**config.mk**
```make
export PLATFORM = sky130hd
export DESIGN_NAME = enc16to4_seq
export DESIGN_NICKNAME = d
export VERILOG_FILES = /design/src/rtl/enc16to4_seq.sv
export SDC_FILE = /design/constraint.sdc
export NUM_CORES = 1
export LEC_CHECK = 0
export BUFFER_PORTS_ARGS = -buffer_cell sky130_fd_sc_hd__buf_2
export CAP_MARGIN = 20
export CELL_PAD_IN_SITES_DETAIL_PLACEMENT = 1
export CELL_PAD_IN_SITES_GLOBAL_PLACEMENT = 1
export CORE_MARGIN = 2
export CORE_UTILIZATION = 38
export DETAILED_ROUTE_END_ITERATION = 7
export HOLD_SLACK_MARGIN = 0.08
export PLACE_DENSITY_LB_ADDON = 0.1
export SYNTH_ARGS = -nofsm -noshare
export SYNTH_HDL_FRONTEND = slang
export SYNTH_SLANG_ARGS = --single-unit
```
**constraint.sdc**
```tcl
create_clock -name clk -period 2 [get_ports clk]
set_input_delay 0.4 -clock clk [delete_from_list [all_inputs] [get_ports clk]]
set_output_delay 0.4 -clock clk [all_outputs]
set_load 0.05 [all_outputs]
```
**src/rtl/enc16to4_seq.sv**
```systemverilog
// Sequential N-to-W priority encoder: captures a request vector and streams the
// index of every set bit, one code per valid/ready transfer.
module enc16to4_seq #(
  parameter int N             = 16,
  parameter int W             = $clog2(N),
  parameter bit PRIORITY_HIGH = 1'b0
) (
  input  logic         clk,
  input  logic         rst,
  input  logic         en,
  input  logic         load,
  input  logic [N-1:0] req,
  input  logic         ready,
  output logic [W-1:0] code,
  output logic         valid,
  output logic         last,
  output logic         busy,
  output logic         none
);

  localparam logic [0:0] IDLE = 1'b0;
  localparam logic [0:0] EMIT = 1'b1;

  logic [0:0]   state_q, state_d;
  logic [N-1:0] pending_q, pending_d;
  logic [W-1:0] code_q, code_d;
  logic         valid_q, valid_d;
  logic         last_q, last_d;
  logic         none_q, none_d;

  logic [N-1:0] remaining;
  logic [N-1:0] emitted_mask;

  // Later assignments win, so scan direction selects the priority end.
  function automatic logic [W-1:0] pick(input logic [N-1:0] vec);
    logic [W-1:0] idx;
    idx = '0;
    if (PRIORITY_HIGH) begin
      for (int i = 0; i < N; i++) begin
        if (vec[i]) idx = W'(i);
      end
    end else begin
      for (int i = N - 1; i >= 0; i--) begin
        if (vec[i]) idx = W'(i);
      end
    end
    return idx;
  endfunction

  function automatic logic single_bit(input logic [N-1:0] vec);
    return (vec != '0) && ((vec & (vec - N'(1))) == '0);
  endfunction

  assign emitted_mask = N'(1) << code_q;
  assign remaining    = pending_q & ~emitted_mask;

  always_comb begin
    state_d   = state_q;
    pending_d = pending_q;
    code_d    = code_q;
    valid_d   = valid_q;
    last_d    = last_q;
    none_d    = none_q;

    if (en) begin
      none_d = 1'b0;
      case (state_q)
        IDLE: begin
          if (load) begin
            if (req != '0) begin
              pending_d = req;
              code_d    = pick(req);
              valid_d   = 1'b1;
              last_d    = single_bit(req);
              state_d   = EMIT;
            end else begin
              none_d = 1'b1;
            end
          end
        end
        EMIT: begin
          if (valid_q && ready) begin
            pending_d = remaining;
            if (last_q) begin
              state_d = IDLE;
              valid_d = 1'b0;
              last_d  = 1'b0;
            end else begin
              code_d = pick(remaining);
              last_d = single_bit(remaining);
            end
          end
        end
        default: begin
          state_d = IDLE;
        end
      endcase
    end
  end

  always_ff @(posedge clk) begin
    if (rst) begin
      state_q   <= IDLE;
      pending_q <= '0;
      code_q    <= '0;
      valid_q   <= 1'b0;
      last_q    <= 1'b0;
      none_q    <= 1'b0;
    end else begin
      state_q   <= state_d;
      pending_q <= pending_d;
      code_q    <= code_d;
      valid_q   <= valid_d;
      last_q    <= last_d;
      none_q    <= none_d;
    end
  end

  assign code  = code_q;
  assign valid = valid_q;
  assign last  = last_q;
  assign busy  = (state_q == EMIT);
  assign none  = none_q;

endmodule

```
==> reports/metrics.yaml, run 1 <==
setup_tns_ps: 0
synth_ff_type: "dfxtp_1"
power_switching_uw: 568
p_clk_share_pct: 20.8
synthArstFlopShare_pct: 0
rsz0062_at_grt: "yes"
wirelength_um: 8130
drcViolationCount: 0
power.internal_uw: 925
slowest_delay_ps: 390
dieArea_um2: 6170
fillers: 716
powerDensity_nw_per_um2: 516
synth_fp_nets: 316
setup_ws_ps: 19.7
seq_area_frac_synth_pct: 22.7
drive_gt1_share_pct: 33.2
grt_max_degree: 25
avgSynthCellArea_um2: 7.16
synth_common_cells: "nor2_1, a21oi_1, dfxtp_1, nand2_1, inv_1"
criticalPathCategory: "register to register"
max-vdd-ir-drop_mv: 0.228
timing.final.crit_share_pct: 99.0
outcome: "finished, final reports clean"
relSlewSlack_pct: 59.9
final_area_um2: 2890
min_path_type: "input pin to register"
antenna_found_initial: 0
switching_share_pct: 38.0
cts-buffers-inserted: 3
syn_area_um2: 2110
dieWidth_um: 78.6
top_level_ports: 29
layout.nets: 392
finalPower_mw: 1.49
gp_congestion: 0.929
dp_hpwl_um: 6320
cts_tree: "built"
clk_pin_slew_ps: 90
io_buffers: 28
grt_pass1_wl_um: 13000
cts-root-buf: "clkbuf_8"
ys_seq_elements: 24
syn_inst: 295
finalHoldViolations: 0
start_kind: "register"
coreArea_um2: 5440
cap_violations: 0
cts_hold_buf: 0
grt_overflow: 0
cts_sinks: 24
crit_slowest_cell: "dfxtp_4"
synth_cell_types: 61
n_antenna_cell: 0
arrival_ps: 2170
cp.required_ps: 2190
avgViaCountPerCell: 5.91
die_y_um: 78.6
cts_max_level: 1
cp-end-kind: "register"
grt_pass1_vias: 2605
crit_path_frequent_cell: "or2_4"
synth_top_area_share_pct: 22.7
pwr-share-seq_pct: 37.3
dr_total_vias: 2613
initial_core_util_pct: 38.8
worst_slew_pin_slew_ps: 594
grt.total_usage_pct: 26.8
synth.largest_area_cell: "dfxtp_1"
ant_nets: 0
area_growth_pct: 37.0
slew_viol_final: 0
first_pass_iters: 4
combPwrFrac_pct: 41.9
rows: 27
cts_buffer_depth: 2
post_drt_wl_per_cell_um: 18.4
drt_iter0_drc: 177
ys_top_cells_by_area: "dfxtp_1, a21oi_1, nor2_1"
synth_edf_count: 0
setup_viol: 0
timing.fmax_mhz: 505
yosysWarnings: 0
yosysMostFrequentCell: "nor2_1"
holdWs_ps: 442
placed_area_um2: 2720
path_max_fanout: 9
skew_ps: 4.27
cp_cell_sequence: "or2_4, or2_4, o22ai_4, nand2_2, a211o_1, o21a_1, a211oi_2"
worstSkewPairLatency_ps: 270
fin_crit_ps: 1980
pre_cts_ws_ps: -203
cellLeakagePower_nw: 1.15
cell families after synthesis:
family / count (synthesis) / share of synthesized area, %
DFF: 24 / 22.7
AOI/OAI and AO/OA: 110 / 36.3
adders and majority gates: 2 / 0.948
muxes: 10 / 4.86
buffers and inverters: 33 / 6.58
and+or+nand+nor: 116 / 28.6
power groups by stage:
stage	logic, mW	registers (mW)	clock network, mW
after global routing	0.683	0.563	0.327
final	0.625	0.557	0.310
after floorplan	0.311	0.580	0
after detailed placement	0.573	0.566	0
after CTS	0.585	0.556	0.315
after global placement	0.562	0.564	0
path summary, 6_finish.rpt:
kind	from	end	slack (ps)	cells after the start
setup / recovery	code[3]	code[3]	20	7
setup reg to reg	code[3]	code[3]	20	7
hold / removal	load	valid	440	3
hold reg to reg	pending_q[13]	pending_q[13]	540	2
routing by layer:
metal  track usage [%]  share of wire (%)  up-vias
li1                  -                  -     1263
met1              36.4                 46     1274
met2              43.9                 48       55
met3              2.41                3.0       21
met4              10.0                3.0        0
met5                 0                  0        -
state kept, by name, indices dropped and copies added, names as in the netlist:
register	flops
pending_q	16
busy	1
none	1
code	4
valid	1
last	1
cell type report:
cell class | count | area (µm²) | share of cell area [%]
timing repair buffer | 87 | 603 | 20.8
inverter | 17 | 63.8 | 2.20
multi-input combinational | 238 | 1600 | 55.2
clock buffer | 4 | 45.0 | 1.56
sequential | 24 | 495 | 17.1
tap | 72 | 90.1 | 3.11
stage by stage:
step                std cells  utilization, %
global route              442            53.2
global placement          435            49.9
detailed placement        435            49.9
floorplan                 295               -
finish                    442            53.2
CTS                       439            51.1
critical path, delay by kind of cell, from the launching register on:
kind	cells	cell delay (ps)
AOI/OAI and AO/OA	4	860
and+or+nand+nor	3	650
DFF	1	390
timing repair:
item	4_1_cts	5_1_grt
pin swaps	1	9
resized for setup	4	25
endpoints found under the setup margin	4	5
buffers inserted	0	3
layout by cell type, fill, tap and decap left out, types with 3 or more instances in the layout:
master	n
nand2_1	23
o21a_1	8
nand3_1	6
inv_1	17
o22ai_1	4
nand2b_1	4
nand4b_1	3
nor2_1	39
o211ai_1	3
clkbuf_8	3
dfxtp_4	4
nor2b_1	3
o21ai_0	10
dfxtp_1	20
buf_4	56
or2_2	3
nor3_1	7
a31oi_1	4
a311oi_1	4
buf_2	28
a21oi_1	28
mux2i_1	8
nand4_1	4
a211oi_1	8
No activity file was read; power rests on OpenSTA's default activity.
==> inputs of run 2 (changes only) <==
- SETUP_SLACK_MARGIN: default -> 0.5
==> reports/metrics.yaml, run 2 (synthesized netlist as in run 1, its figures left out) <==
cts_hold_buf: 0
r2r_slack_ps: -60
path_max_fanout: 7
layout_commonest_cell: "buf_4"
finalPower_mw: 1.68
rr_endpoint: "code[3]"
grt_pass1_vias: 2682
slew_viol_final: 0
utilization_pct: 61.5
gp_congestion: 0.915
skew_ps: 8.42
top_level_ports: 29
dieArea_um2: 6170
worst_slew_pin_slew_ps: 675
cts-root-buf: "clkbuf_8"
hold-path-cell-count: 3
criticalPathCategory: "register to register"
grt_overflow: 0
cts_sinks: 24
timing.final.crit_share_pct: 103
cts-buffers-inserted: 3
cellLeakagePower_nw: 1.28
final_cell_mix: "buf_4, nor2_1, buf_2, a21oi_1, dfxtp_1"
finalHoldViolations: 0
clk_pin_slew_ps: 100
avgViaCountPerCell: 6.12
grt.total_usage_pct: 29.6
setup_ws_ps: -55.4
area_growth_pct: 58.5
wirelength_um: 9770
grt_pass1_wl_um: 14300
drcViolationCount: 0
initial_core_util_pct: 38.8
violations: "negative setup slack"
r2r-start: "code[3]"
io_buffers: 28
timing.fmax_mhz: 487
cts_max_level: 1
dieWidth_um: 78.6
hp-start: "load"
grt_max_degree: 25
largest_reg_flops: 16
ff2ff_path_depth: 7
min_path_type: "input pin to register"
fin_crit_ps: 2060
rows: 27
n_antenna_cell: 0
relSlewSlack_pct: 54.4
drt_iter0_drc: 221
start_kind: "register"
dr_total_vias: 2778
worstSkewPairLatency_ps: 280
fillers: 671
die_y_um: 78.6
cp-end-kind: "register"
rsz0062_at_grt: "yes"
cap_violations: 0
largest_register: "pending_q"
ant_nets: 0
arrival_ps: 2250
max-vdd-ir-drop_mv: 0.276
coreArea_um2: 5440
layout.nets: 404
post_drt_wl_per_cell_um: 21.5
cts_buffer_depth: 2
outcome: "finished with violations"
antenna_found_initial: 0
hold_end: "valid"
dp_hpwl_um: 6330
powerDensity_nw_per_um2: 501
cp.required_ps: 2200
setup_viol: 3
drive_gt1_share_pct: 47.4
cts_tree: "built"
first_pass_iters: 4
holdWs_ps: 493
pre_cts_ws_ps: -317
## run 2: cell count changes in the layout (fill, tap and decap cells not counted), sizes merged
cell	before	now
a21boi	2	3
buf	87	98
## run 2: worst max-delay path by stage
stage,start,slack [ps],to
detailed placement,req[9],-320,last
global route,code[0],-120,last
CTS,code[0],20,code[3]
global placement,req[3],-130,last
floorplan,req[2],20,last
finish,code[3],-60,code[3]
## run 2: critical path, cell delays in order (launching register included)
cell	delay (ps)
dfxtp_4	380
or2_4	290
or2_4	300
o22ai_4	220
nand2_2	80
a211o_1	310
o21a_1	220
a211oi_2	190
## run 2: layer usage
layer	track usage [%]	part of all wire (%)	vias to the layer above
met5	0	0	-
met4	8.42	1.9	0
met3	2.18	3.9	16
met2	51.7	50	84
met1	38.9	44	1389
li1	-	-	1289
## run 2: power breakdown
group / leakage (nW) / internal, mW / total (mW) / switching, mW
logic: 1.06 / 0.353 / 0.780 / 0.427
registers: 0.200 / 0.508 / 0.569 / 0.0615
clock network: 0.0228 / 0.143 / 0.326 / 0.183
## run 2: cell type report
cell class | count | area, µm² | area share [%]
inverter | 17 | 63.8 | 1.91
timing repair buffer | 98 | 774 | 23.1
clock buffer | 4 | 45.0 | 1.35
sequential | 24 | 497 | 14.8
tap | 72 | 90.1 | 2.69
multi-input combinational | 239 | 1880 | 56.1
## run 2: timing repair
item | in CTS | in global routing
resized for setup | 73 | 32
setup buffers | 12 | 3
gates cloned | 3 | 0
endpoints found under the hold margin | 0 | 0
endpoints found under the setup margin | 25 | 25
pin swaps | 28 | 18
## run 2: through the flow
stage | instances | area [µm²] | setup TNS (ps)
final | 454 | 3350 | -91.5
after global routing | 454 | 3350 | -332
after CTS | 451 | 3200 | 0
after detailed placement | 432 | 2710 | -1860
after global placement | 432 | 2710 | -127
after floorplan | 295 | 2200 | 0
